File: src/rtl/kpd_pkg.sv
// kpd_pkg: key map, FSM encoding and default timing shared by the keypad emulator and decoder
package kpd_pkg;

    localparam int HOLD_CYC_DEF = 100000;
    localparam int GAP_CYC_DEF  = 50000;

    typedef enum logic [1:0] {IDLE, PRESS, RELEASE} state_t;

    typedef struct packed {
        logic [1:0] r;
        logic [1:0] c;
    } key_pos_t;

    // Row index counts top->bottom, column index counts left->right
    function automatic key_pos_t key_pos(input logic [3:0] code);
        case (code)
            4'h1: return '{r: 2'd0, c: 2'd0};
            4'h2: return '{r: 2'd0, c: 2'd1};
            4'h3: return '{r: 2'd0, c: 2'd2};
            4'hA: return '{r: 2'd0, c: 2'd3};
            4'h4: return '{r: 2'd1, c: 2'd0};
            4'h5: return '{r: 2'd1, c: 2'd1};
            4'h6: return '{r: 2'd1, c: 2'd2};
            4'hB: return '{r: 2'd1, c: 2'd3};
            4'h7: return '{r: 2'd2, c: 2'd0};
            4'h8: return '{r: 2'd2, c: 2'd1};
            4'h9: return '{r: 2'd2, c: 2'd2};
            4'hC: return '{r: 2'd2, c: 2'd3};
            4'h0: return '{r: 2'd3, c: 2'd0};
            4'hF: return '{r: 2'd3, c: 2'd1};
            4'hE: return '{r: 2'd3, c: 2'd2};
            default: return '{r: 2'd3, c: 2'd3};
        endcase
    endfunction

endpackage

File: src/rtl/kpd_fifo.sv
// kpd_fifo: synchronous FIFO with full/empty flags and occupancy count
module kpd_fifo #(
    parameter int DEPTH = 4,
    parameter int WIDTH = 4
) (
    input  logic                     clk,
    input  logic                     rst_n,
    input  logic                     push,
    input  logic                     pop,
    input  logic [WIDTH-1:0]         din,
    output logic [WIDTH-1:0]         dout,
    output logic                     full,
    output logic                     empty,
    output logic [$clog2(DEPTH):0]   count
);

    localparam int AW = $clog2(DEPTH);

    logic [WIDTH-1:0] mem [DEPTH];
    logic [AW-1:0]    wr_ptr;
    logic [AW-1:0]    rd_ptr;

    // Storage has no reset; only pointers and count define validity
    always_ff @(posedge clk)
        if (push) mem[wr_ptr] <= din;

    // Pointers wrap naturally because DEPTH is a power of two
    always_ff @(posedge clk or negedge rst_n) begin
        if (!rst_n) begin
            wr_ptr <= '0;
            rd_ptr <= '0;
            count  <= '0;
        end else begin
            if (push) wr_ptr <= wr_ptr + 1'b1;
            if (pop) rd_ptr <= rd_ptr + 1'b1;
            count <= count + (AW+1)'(push) - (AW+1)'(pop);
        end
    end

    assign dout  = mem[rd_ptr];
    assign full  = count == (AW+1)'(DEPTH);
    assign empty = count == '0;

endmodule

File: src/rtl/keypad_emulator.sv
// keypad_emulator: replays queued key codes as timed presses on an active-low 4x4 scan matrix
module keypad_emulator
    import kpd_pkg::*;
#(
    parameter int HOLD_CYC   = HOLD_CYC_DEF,
    parameter int GAP_CYC    = GAP_CYC_DEF,
    parameter int FIFO_DEPTH = 4
) (
    input  logic                          clk,
    input  logic                          rst_n,
    input  logic                          key_valid,
    input  logic [3:0]                    key_code,
    output logic                          key_ready,
    input  logic [3:0]                    col,
    output logic [3:0]                    row,
    output logic                          pressed,
    output logic [3:0]                    key_active,
    output logic                          busy,
    output logic [$clog2(FIFO_DEPTH):0]   fifo_count
);

    localparam int CW = $clog2((HOLD_CYC > GAP_CYC ? HOLD_CYC : GAP_CYC) + 1);

    state_t     state;
    logic [CW-1:0] cnt;
    logic       full;
    logic       empty;
    logic       pop;
    logic [3:0] fifo_dout;
    key_pos_t   pos;

    assign key_ready = ~full;
    assign pop       = state == IDLE && !empty;
    assign busy      = state != IDLE || !empty;
    assign pos       = key_pos(key_active);

    kpd_fifo #(.DEPTH(FIFO_DEPTH), .WIDTH(4)) u_fifo (
        .clk   (clk),
        .rst_n (rst_n),
        .push  (key_valid && key_ready),
        .pop   (pop),
        .din   (key_code),
        .dout  (fifo_dout),
        .full  (full),
        .empty (empty),
        .count (fifo_count)
    );

    // Press/release sequencer; one shared down-counter times both phases
    always_ff @(posedge clk or negedge rst_n) begin
        if (!rst_n) begin
            state      <= IDLE;
            cnt        <= '0;
            pressed    <= 1'b0;
            key_active <= 4'h0;
        end else begin
            case (state)
                IDLE: if (!empty) begin
                    state      <= PRESS;
                    cnt        <= CW'(HOLD_CYC - 1);
                    pressed    <= 1'b1;
                    key_active <= fifo_dout;
                end
                PRESS: if (cnt == '0) begin
                    state      <= RELEASE;
                    cnt        <= CW'(GAP_CYC - 1);
                    pressed    <= 1'b0;
                    key_active <= 4'h0;
                end else cnt <= cnt - 1'b1;
                RELEASE: if (cnt == '0) state <= IDLE;
                    else cnt <= cnt - 1'b1;
                default: state <= IDLE;
            endcase
        end
    end

    // Row answer: pull the held key's row low when its column is strobed (3-x == ~x on 2 bits)
    always_ff @(posedge clk or negedge rst_n) begin
        if (!rst_n) row <= 4'hF;
        else row <= (pressed && !col[~pos.c]) ? ~(4'b1000 >> pos.r) : 4'hF;
    end

endmodule

File: config.mk
export PLATFORM = sky130hd
export DESIGN_NAME = keypad_emulator
export DESIGN_NICKNAME = d
export VERILOG_FILES = /design/src/rtl/kpd_pkg.sv /design/src/rtl/kpd_fifo.sv /design/src/rtl/keypad_emulator.sv
export SDC_FILE = /design/constraint.sdc
export NUM_CORES = 1
export LEC_CHECK = 0
export CAP_MARGIN = 25
export CORE_MARGIN = 2
export CORE_UTILIZATION = 55
export DETAILED_ROUTE_END_ITERATION = 10
export DONT_BUFFER_PORTS = 1
export PLACE_DENSITY = 0.73
export SLEW_MARGIN = 20
export SYNTH_ARGS = -nofsm -noshare
export SYNTH_HDL_FRONTEND = slang
export SYNTH_HIERARCHICAL = 1
export SYNTH_SLANG_ARGS = --single-unit
File: constraint.sdc
create_clock -name clk -period 2.7 [get_ports clk]
set_clock_uncertainty 0.05 [all_clocks]
set_input_delay 0.54 -clock clk [delete_from_list [all_inputs] [get_ports clk]]
set_output_delay 0.54 -clock clk [all_outputs]
set_load 0.02 [all_outputs]
==> flow_metrics.env, run 1 <==
export IMPL_cap_viol_max_count=0
export IMPL_synth_ff_type="dfrtp_1"
export IMPL_combPwrFrac=0.409
export IMPL_finalHoldViolCount=0
export IMPL_setup_violations_final=0
export IMPL_drv_slew=0
export IMPL_worstPathCellList="or4_1 -> or4_4 -> o21ai_4 -> buf_4 -> o21ai_0 -> o41ai_1"
export IMPL_cpPeakStageDelay_ns=0.63
export IMPL_boundaryPins=25
export IMPL_drtPass1Iterations=4
export IMPL_syn2layout_area_growth_pct=8.524
export IMPL_via_per_inst=5.845
export IMPL_fin_ws_ns=0.2108
export IMPL_cts_sinks=51
export IMPL_antenna_found_initial=0
export IMPL_grt_usage=0.2129
export IMPL_status="complete, no violations"
export IMPL_layout_drive_gt1_share=0.1418
export IMPL_worstPathRequired_ns=2.86
export IMPL_avgSynthCellArea_sq_um=10.79
export IMPL_vias=1917
export IMPL_dp_hpwl_mm=3.663
export IMPL_power_density_nw_per_um2=1090
export IMPL_num_rows=25
export IMPL_synthCells=253
export IMPL_numCtsBuffers=5
export IMPL_grt_first_pass_wirelength_mm=8.880
export IMPL_slowest_stage="or4_1"
export IMPL_start_util=0.5742
export IMPL_ys_seq_elements=51
export IMPL_switching_share=0.4219
export IMPL_ant_nets=0
export IMPL_grt_overflow=0
export IMPL_holdCritPathClass="input pin to flop"
export IMPL_cp_data_arrival_time_ns=2.65
export IMPL_end_kind="flop"
export IMPL_tightest_slew_ns=0.6132
export IMPL_fin_crit_sh=0.9219
export IMPL_min_period_ns=2.489
export IMPL_die_w_um=74.46
export IMPL_rsz0062_at_grt="no"
export IMPL_port_buffer_count=0
export IMPL_ir_drop_mv=0.6959
export IMPL_cts_tree="yes"
export IMPL_p_int_mw=1.867
export IMPL_seqPwrFrac=0.442
export IMPL_p_leak_nw=1.198
export IMPL_yosysUniqueCellTypes=54
export IMPL_grt_start_max_net_pins=34
export IMPL_tns_ns=0
export IMPL_synthArstFlopShare=0.6863
export IMPL_yosys_warnings=6
export IMPL_cp_max_fo=9
export IMPL_syn_area_sq_um=2730
export IMPL_grt_pass1_vias=1876
export IMPL_synth_net_count=277
export IMPL_wl_mm=5.049
export IMPL_root_buffer="clkbuf_8"
export IMPL_fmax_ghz=0.4017
export IMPL_layout_nets=284
export IMPL_drc=0
export IMPL_wl_per_cell_um=15.39
export IMPL_relSlewSlack=0.5912
export IMPL_cts_clk_slew_worst_paths_ns=0.11
export IMPL_dpl_cell_area_sq_um=2820
export IMPL_yosysSeqAreaShare=0.4986
export IMPL_synth_edf_count=16
export IMPL_p_clk_frac=0.149
export IMPL_dp_slack_ns=0.1494
export IMPL_diodes=0
export IMPL_die_y_um=74.46
export IMPL_clockBufferDepth=2
export IMPL_power_mw=3.229
export IMPL_drtIter0Drc=182
export IMPL_timing_hold_ws_ns=0.2655
export IMPL_htreeDepth=2
export IMPL_design_area_sq_um=2963
export IMPL_cp_start_kind="flop"
export IMPL_crit_type="flop to flop"
export IMPL_gp_congestion=0.8918
export IMPL_p_sw_mw=1.362
export IMPL_insertion_delay_ns=0.31
export IMPL_core_sq_um=4755
export IMPL_dieArea_sq_um=5544
==> placed cells by master (no fill, tap or decap), types with 5 or more instances in the layout <==
| cell type | Yosys | final |
|---|---|---|
| xnor2_1 | 5 | 5 |
| nor2_1 | 12 | 12 |
| edfxtp_1 | 16 | 16 |
| o2bb2ai_1 | 5 | 5 |
| a21oi_1 | 16 | 16 |
| dfrtp_1 | 31 | 31 |
| nand2_1 | 20 | 20 |
| clkbuf_8 | 0 | 5 |
| nor4_1 | 5 | 5 |
| ha_1 | 12 | 12 |
| buf_4 | 1 | 9 |
| o21ai_0 | 19 | 19 |
| nand3_1 | 5 | 5 |
| inv_1 | 17 | 17 |
| nor2b_1 | 5 | 5 |
==> cell usage after synthesis (5+ instances only) <==
master / instances / area [sq um]
nand2_1: 20 / 75.07
edfxtp_1: 16 / 480.5
o21ai_0: 19 / 95.09
clkbuf_1: 7 / 26.28
xnor2_1: 5 / 43.79
nor2_1: 12 / 45.04
o2bb2ai_1: 5 / 43.79
nor4_1: 5 / 31.28
inv_1: 17 / 63.81
ha_1: 12 / 150.1
nor2b_1: 5 / 31.28
nand3_1: 5 / 25.02
a21oi_1: 16 / 80.08
dfrtp_1: 31 / 775.7
==> worst max-delay path, delay by kind of cell (launching register included) <==
kind,cells,cell delay [ns]
flops,1,0.46
buf+inv,1,0.20
compound gates,3,0.42
simple gates,2,1.26
==> worst paths after layout <==
check / start / end / slack (ns) / cells after the start
setup / recovery: cnt[7] / cnt[8] / 0.21 / 6
hold / removal: key_code[1] / u_fifo/mem[1][1] / 0.27 / 0
hold reg to reg: cnt[14] / cnt[14] / 0.48 / 1
setup reg to reg: cnt[7] / cnt[8] / 0.21 / 6
min in group asynchronous: rst_n / row[3] / 0.66 / 1
max in group asynchronous: rst_n / row[1] / 1.68 / 2
==> kinds of logic (layout without fill, tap and decap cells) <==
logic type	Yosys count	after routing	share of synthesized area
flops	51	51	0.4986
xor+xnor	8	8	0.02567
fa+ha+maj	13	13	0.06233
mux	5	5	0.03712
simple gates	74	74	0.1471
compound gates	74	74	0.1833
buf+inv	28	36	0.04583
==> repair_timing <==
item                                   in CTS  in global routing
endpoints found under the hold margin      33                  0
gates resized for setup                     0                  2
hold buffers                                2                  0
setup buffers                               0                  0
setup endpoints to repair                   0                  4
==> state kept, by name, indices dropped and copies added, names as in the netlist <==
register	cells
u_fifo/count	3
u_fifo/wr_ptr	2
state	2
cnt	17
row	4
key_active	4
u_fifo/rd_ptr	2
pressed	1
u_fifo/mem	16
==> cell type report <==
cell class	instances	area (sq um)
tap	67	83.83
fill	405	1792
sequential	51	1361
inverter	17	63.81
clock buffer	5	68.82
timing repair buffer	11	97.59
multi-input combinational	174	1254
clock inverter	3	33.78
==> per-stage QoR <==
| step | cells | util |
|---|---|---|
| after floorplan | 253 | - |
| after global placement | 318 | 0.5932 |
| after detailed placement | 318 | 0.5932 |
| after CTS | 328 | 0.6211 |
| after global routing | 328 | 0.6232 |
| final | 328 | 0.6232 |
==> power groups by stage <==
stage               Sequential (mW)  Combinational [mW]  Clock [mW]
floorplan                      1.32                1.10           0
global placement               1.44                1.25           0
detailed placement             1.44                1.30           0
CTS                            1.43                1.31       0.494
global route                   1.47                1.53       0.528
finish                         1.43                1.32       0.481
==> metal layers <==
metal,part of all wire,global-route usage,vias to the layer above
met5,0,0,-
met4,0.020,0.08532,0
met3,0.040,0.04336,11
met2,0.45,0.3176,41
met1,0.49,0.3067,925
li1,-,-,940
No activity file was read; power rests on OpenSTA's default activity.
==> run 2: changes to the inputs <==
PLACE_DENSITY = 0.7   (was 0.73)
clock period = 2.45 ns   (was 2.7 ns; I/O delays follow)
==> run 2 against run 1 <==
First-iteration DRC count fell by 44%. Combinational power is 27% higher. Utilization increased by 3.0 points. Power up 15%. Sequential share of layout area decreased by 2.1 points. Largest cell class unchanged. Clock-buffer cell count unchanged. Wire length rose by 6.4%. Sequential cell count unchanged. Clock power up 12%.
==> flow_metrics.env, run 2 (synthesized netlist as in run 1, its figures left out) <==
export IMPL_setup_violations_final=0
export IMPL_numCtsBuffers=5
export IMPL_finalHoldViolCount=0
export IMPL_grt_overflow=0
export IMPL_min_delay_start="key_code[3]"
export IMPL_status="complete, no violations"
export IMPL_dp_hpwl_mm=3.847
export IMPL_crit_type="flop to flop"
export IMPL_die_y_um=74.46
export IMPL_m1WireLength_mm=2.567
export IMPL_regMostFlops="cnt"
export IMPL_cts_tree="yes"
export IMPL_num_rows=25
export IMPL_drc=0
export IMPL_boundaryPins=25
export IMPL_wl_met2_mm=2.466
export IMPL_die_w_um=74.46
export IMPL_tightest_slew_ns=0.5630
export IMPL_min_period_ns=2.377
export IMPL_port_buffer_count=0
export IMPL_wl_mm=5.374
export IMPL_cp_data_arrival_time_ns=2.54
export IMPL_drv_slew=0
export IMPL_crit_buf_inv=1
export IMPL_gp_congestion=0.8675
export IMPL_crit_family="simple AND/OR/NAND/NOR gates"
export IMPL_cap_viol_max_count=0
export IMPL_start_util=0.5742
export IMPL_wl_per_cell_um=15.62
export IMPL_holdPathEnd="u_fifo/mem[0][3]"
export IMPL_worstPathCellList="inv_2 -> ha_4 -> or4b_4 -> or4_4 -> o21ai_4 -> o31ai_1 -> a32o_1"
export IMPL_instances_no_fill=344
export IMPL_dp_slack_ns=0.09728
export IMPL_grt_start_max_net_pins=36
export IMPL_fin_crit_sh=0.9703
export IMPL_vias=1989
export IMPL_met3_length_um=230
export IMPL_layout_nets=300
export IMPL_cp_max_fo=7
export IMPL_antenna_found_initial=0
export IMPL_place_inst=334
export IMPL_grt_first_pass_wirelength_mm=8.790
export IMPL_drtPass1Iterations=4
export IMPL_power_density_nw_per_um2=1195
export IMPL_final_common_cell="dfrtp_1"
export IMPL_reg2reg_depth=7
export IMPL_final_cell_mix="31 x dfrtp_1, 24 x buf_4, 20 x nand2_1"
export IMPL_insertion_delay_ns=0.32
export IMPL_ant_nets=0
export IMPL_cpPeakStageDelay_ns=0.51
export IMPL_reg2reg_to="cnt[12]"
export IMPL_layout_drive_gt1_share=0.2058
export IMPL_r2r_start="cnt[0]"
export IMPL_end_kind="flop"
export IMPL_ir_drop_mv=0.6509
export IMPL_htreeDepth=2
export IMPL_worstPathRequired_ns=2.62
export IMPL_cts_sinks=51
export IMPL_power_mw=3.711
export IMPL_diodes=0
export IMPL_top_regs="cnt x17, u_fifo/mem x16"
export IMPL_largest_register_ff_count=17
export IMPL_fmax_ghz=0.4207
export IMPL_relSlewSlack=0.6247
export IMPL_clockBufferDepth=2
export IMPL_cts_clk_slew_worst_paths_ns=0.10
export IMPL_grt_usage=0.2115
export IMPL_r2r_slack_ns=0.07
export IMPL_holdCritPathClass="input pin to flop"
export IMPL_post_cts_repair_setup_buffers=0
export IMPL_core_sq_um=4755
export IMPL_drtIter0Drc=102
export IMPL_root_buffer="clkbuf_8"
export IMPL_dieArea_sq_um=5544
export IMPL_via_per_inst=5.782
export IMPL_slowest_stage="or4_4"
export IMPL_cp_start_kind="flop"
export IMPL_min_delay_path_depth=0
export IMPL_highest_layer="met4"
export IMPL_rsz0062_at_grt="yes"
export IMPL_fin_ws_ns=0.07277
export IMPL_p_leak_nw=1.283
export IMPL_syn2layout_area_growth_pct=13.79
export IMPL_grt_pass1_vias=1878
run 2: cell count changes in the layout (fill, tap and decap cells not counted), sizes merged:
cell    previous run  this run
clkinv             1         0
buf               10        26
inv               19        20
run 2: final cells by class:
cell class / instances / area (sq um)
timing repair buffer: 27 / 221.5
tap: 67 / 83.83
clock inverter: 3 / 31.28
multi-input combinational: 174 / 1276
sequential: 51 / 1361
fill: 399 / 1648
inverter: 17 / 63.81
clock buffer: 5 / 68.82
run 2: worst max path at each step:
stage                   end  slack (ns)  cells after the start  startpoint
finish              cnt[12]        0.07                      7      cnt[0]
global route         cnt[4]       -0.02                      7      cnt[1]
CTS                  cnt[8]        0.07                      8      cnt[0]
detailed placement   cnt[8]         0.1                      8      cnt[1]
global placement     cnt[8]        0.12                      8      cnt[1]
floorplan           cnt[12]        0.05                      9      cnt[1]
run 2: worst register-to-register path, delay by kind of cell, from the launching register on:
family | cells | cell delay [ns]
AND/OR/NAND/NOR | 2 | 1.01
AO/OA/AOI/OAI | 3 | 0.60
flip-flops | 1 | 0.40
adder cells (fa/ha/maj) | 1 | 0.13
buffers and inverters | 1 | 0.09
run 2: power by group:
group          switching, mW  leakage (nW)  internal [mW]
clock network          0.321        0.0526          0.220
logic                  0.907         0.668          0.768
registers              0.325         0.563           1.17
run 2: metrics by stage:
step                  util  hold WS [ns]   TNS, ns  instance area [sq um]
finish              0.6534        0.2105         0                   3107
global route        0.6534        0.1954  -0.04318                   3107
CTS                 0.6492        0.2046         0                   3087
detailed placement  0.6218        0.1457         0                   2957
global placement    0.6218        0.1457         0                   2957
floorplan                -        0.1444         0                   2753
run 2: timing repair:
item,CTS,global route
setup endpoints to repair,0,7
resized for setup,0,5
hold buffers,2,0
hold endpoints to repair,35,0
run 2: metal layers:
metal / track usage / vias to the layer above
met5: 0 / -
met4: 0.09127 / 0
met3: 0.05149 / 11
met2: 0.3127 / 42
met1: 0.2990 / 962
li1: - / 974
==> run 3: changes to the inputs <==
ABC_AREA = 1   (was unset)
CTS_CLUSTER_DIAMETER = 40   (was unset)
GPL_TIMING_DRIVEN = 0   (was unset)
==> run 3 against run 2 <==
Global-route usage is 1.5 points lower. Wire length is 0.80% lower. Power is 1.5% lower. Design area is 2.3% higher. Critical path type unchanged.
==> flow_metrics.env, run 3 <==
export IMPL_regMostFlops="cnt"
export IMPL_drc=0
export IMPL_layout_drive_gt1_share=0.1180
export IMPL_post_synth_top_count_cell="nand2_1"
export IMPL_end_kind="flop"
export IMPL_start_util=0.5718
export IMPL_crit_family="adder cells"
export IMPL_boundaryPins=25
export IMPL_syn_area_sq_um=2939
export IMPL_dpl_cell_area_sq_um=3027
export IMPL_relSlewSlack=0.7164
export IMPL_slowest_stage="dfrtp_1"
export IMPL_startpoint="u_fifo/count[1]"
export IMPL_top_usage_layer="met2"
export IMPL_vias=2191
export IMPL_worstPathCellList="nor3_4 -> nor2_4 -> ha_1 -> inv_1 -> ha_1 -> fa_1 -> inv_1 -> nand2_1 -> nand3_1 -> nand2_1"
export IMPL_p_leak_nw=1.638
export IMPL_yosys_warnings=6
export IMPL_drtPass1Iterations=4
export IMPL_die_w_um=77.10
export IMPL_rsz0062_at_grt="no"
export IMPL_cp_max_fo=5
export IMPL_num_rows=26
export IMPL_cp_start_kind="flop"
export IMPL_synthCells=361
export IMPL_yosysSeqAreaShare=0.4632
export IMPL_instances_no_fill=443
export IMPL_die_y_um=77.10
export IMPL_place_inst=431
export IMPL_final_cell_mix="102 x nand2_1, 58 x inv_1, 32 x nor2_1"
export IMPL_dieArea_sq_um=5944
export IMPL_diodes=0
export IMPL_r2r_slack_ns=0.20
export IMPL_wl_mm=5.331
export IMPL_grt_start_max_net_pins=36
export IMPL_cts_sinks=51
export IMPL_p_int_mw=1.963
export IMPL_ys_seq_elements=51
export IMPL_use_met2=0.3605
export IMPL_largest_register_ff_count=17
export IMPL_root_buffer="clkbuf_8"
export IMPL_clockBufferDepth=2
export IMPL_yosys_area_top_type_share=0.2639
export IMPL_path_depth=10
export IMPL_port_buffer_count=0
export IMPL_ant_nets=0
export IMPL_cpPeakStageDelay_ns=0.52
export IMPL_min_period_ns=2.252
export IMPL_drv_slew=0
export IMPL_cap_viol_max_count=0
export IMPL_holdCritPathClass="input pin to flop"
export IMPL_design_area_sq_um=3179
export IMPL_power_density_nw_per_um2=1150
export IMPL_setup_violations_final=0
export IMPL_fill_cells=503
export IMPL_seqPwrFrac=0.420
export IMPL_finalHoldViolCount=0
export IMPL_fin_crit_sh=0.9193
export IMPL_grt_overflow=0
export IMPL_layout_nets=396
export IMPL_use_met1=0.2345
export IMPL_p_sw_mw=1.693
export IMPL_antenna_found_initial=0
export IMPL_r2r_start="u_fifo/count[1]"
export IMPL_synthArstFlopShare=0.6863
export IMPL_combPwrFrac=0.450
export IMPL_cts_tree="yes"
export IMPL_switching_share=0.4631
export IMPL_synth_common_cells="102 x nand2_1, 58 x inv_1, 33 x nor2_1, 31 x dfrtp_1, 27 x nand3_1"
export IMPL_synth_ff_type="dfrtp_1"
export IMPL_crit_end="u_fifo/count[2]"
export IMPL_numCtsBuffers=5
export IMPL_synth_largest_area_cell="dfrtp_1"
export IMPL_status="complete, no violations"
export IMPL_synth_net_count=385
export IMPL_wl_per_cell_um=12.03
export IMPL_reg2reg_depth=10
export IMPL_ir_drop_mv=0.4880
export IMPL_cp_data_arrival_time_ns=2.40
export IMPL_drtIter0Drc=91
export IMPL_worstPathRequired_ns=2.60
export IMPL_insertion_delay_ns=0.30
export IMPL_grt_first_pass_wirelength_mm=9.390
export IMPL_reg2reg_to="u_fifo/count[2]"
export IMPL_crit_type="flop to flop"
export IMPL_top_regs="cnt x17, u_fifo/mem x16"
export IMPL_via_per_inst=4.946
export IMPL_p_clk_frac=0.130
export IMPL_synth_edf_count=16
export IMPL_gr_usage_met3=0.04000
export IMPL_syn2layout_area_growth_pct=8.174
export IMPL_cts_clk_slew_worst_paths_ns=0.09
export IMPL_fmax_ghz=0.4440
export IMPL_core_sq_um=5140
export IMPL_grt_usage=0.1965
export IMPL_yosys_top_cells_area="dfrtp_1 26%, edfxtp_1 16%, nand2_1 13%"
export IMPL_htreeDepth=2
export IMPL_gp_congestion=0.8396
export IMPL_tns_ns=0
export IMPL_grt_pass1_vias=2156
export IMPL_avgSynthCellArea_sq_um=8.141
export IMPL_final_common_cell="nand2_1"
export IMPL_dp_slack_ns=-0.1443
export IMPL_dp_hpwl_mm=4.008
export IMPL_fin_ws_ns=0.1978
export IMPL_crit_buf_inv=2
export IMPL_tightest_slew_ns=0.4210
export IMPL_yosysUniqueCellTypes=33
[run 3: changes by cell type after synthesis, sizes merged, moves of 6 or more]
cell	change
o21ai	-9
xor2	+6
nand2	+88
nand3	+24
inv	+45
or4	-6
clkbuf	-6
nor2	+30
[run 3: logic make-up after synthesis]
logic type / share of synthesized area
DFF: 0.4632
and+or+nand+nor: 0.2903
AOI/OAI and AO/OA: 0.06344
xor gates and xnor gates: 0.03576
adders and majority gates: 0.05790
buffers and inverters: 0.08940
[run 3: routing by layer]
| metal | wire, um | share of wire |
|---|---|---|
| met1 | 2339 | 0.44 |
| met2 | 2823 | 0.53 |
| met3 | 121 | 0.023 |
| met4 | 46 | 0.0086 |
| met5 | 0 | 0 |
[run 3: per-stage QoR]
step / utilization / hold WS (ns) / total power, mW
after floorplan: - / 0.1444 / 2.764
after global placement: 0.5889 / 0.1459 / 3.058
after detailed placement: 0.5889 / 0.1457 / 3.135
after CTS: 0.6134 / 0.2193 / 3.640
after global routing: 0.6185 / 0.2081 / 4.022
final: 0.6185 / 0.2311 / 3.656
[run 3: worst min path at each step]
stage                 from                to  depth (start not counted)
4_1_cts        key_code[2]  u_fifo/mem[0][2]                          0
3_3_place_gp         rst_n           cnt[13]                          0
3_5_place_dp         rst_n           cnt[15]                          0
2_1_floorplan        rst_n            cnt[0]                          0
5_1_grt        key_code[1]  u_fifo/mem[0][1]                          0
6_report       key_code[1]  u_fifo/mem[3][1]                          0
[run 3: final cells by class]
cell class	count	area, sq um	area share
clock buffers	5	68.82	0.02165
inverters	62	235.2	0.07399
flip-flops and latches	51	1361	0.4282
plain buffers	3	27.53	0.008658
repair buffers	4	45.04	0.01417
well taps	70	87.58	0.02755
multi-input cells	245	1334	0.4195
clock inverters	3	20.02	0.006297
[run 3: what timing repair did]
| action | CTS | global route |
|---|---|---|
| gates resized for setup | 2 | 2 |
| hold endpoints to repair | 35 | 0 |
| setup buffers | 0 | 2 |
| hold buffers | 2 | 0 |
| setup endpoints to repair | 1 | 1 |
| gates cloned | 0 | 0 |
| pin swaps | 0 | 1 |
[run 3: power groups by stage]
stage                     registers [mW]  logic, mW  clock network [mW]
after CTS                           1.53       1.62               0.491
after global routing                1.57       1.92               0.531
final                               1.53       1.64               0.477
after detailed placement            1.54       1.60                   0
after floorplan                     1.48       1.29                   0
after global placement              1.53       1.52                   0
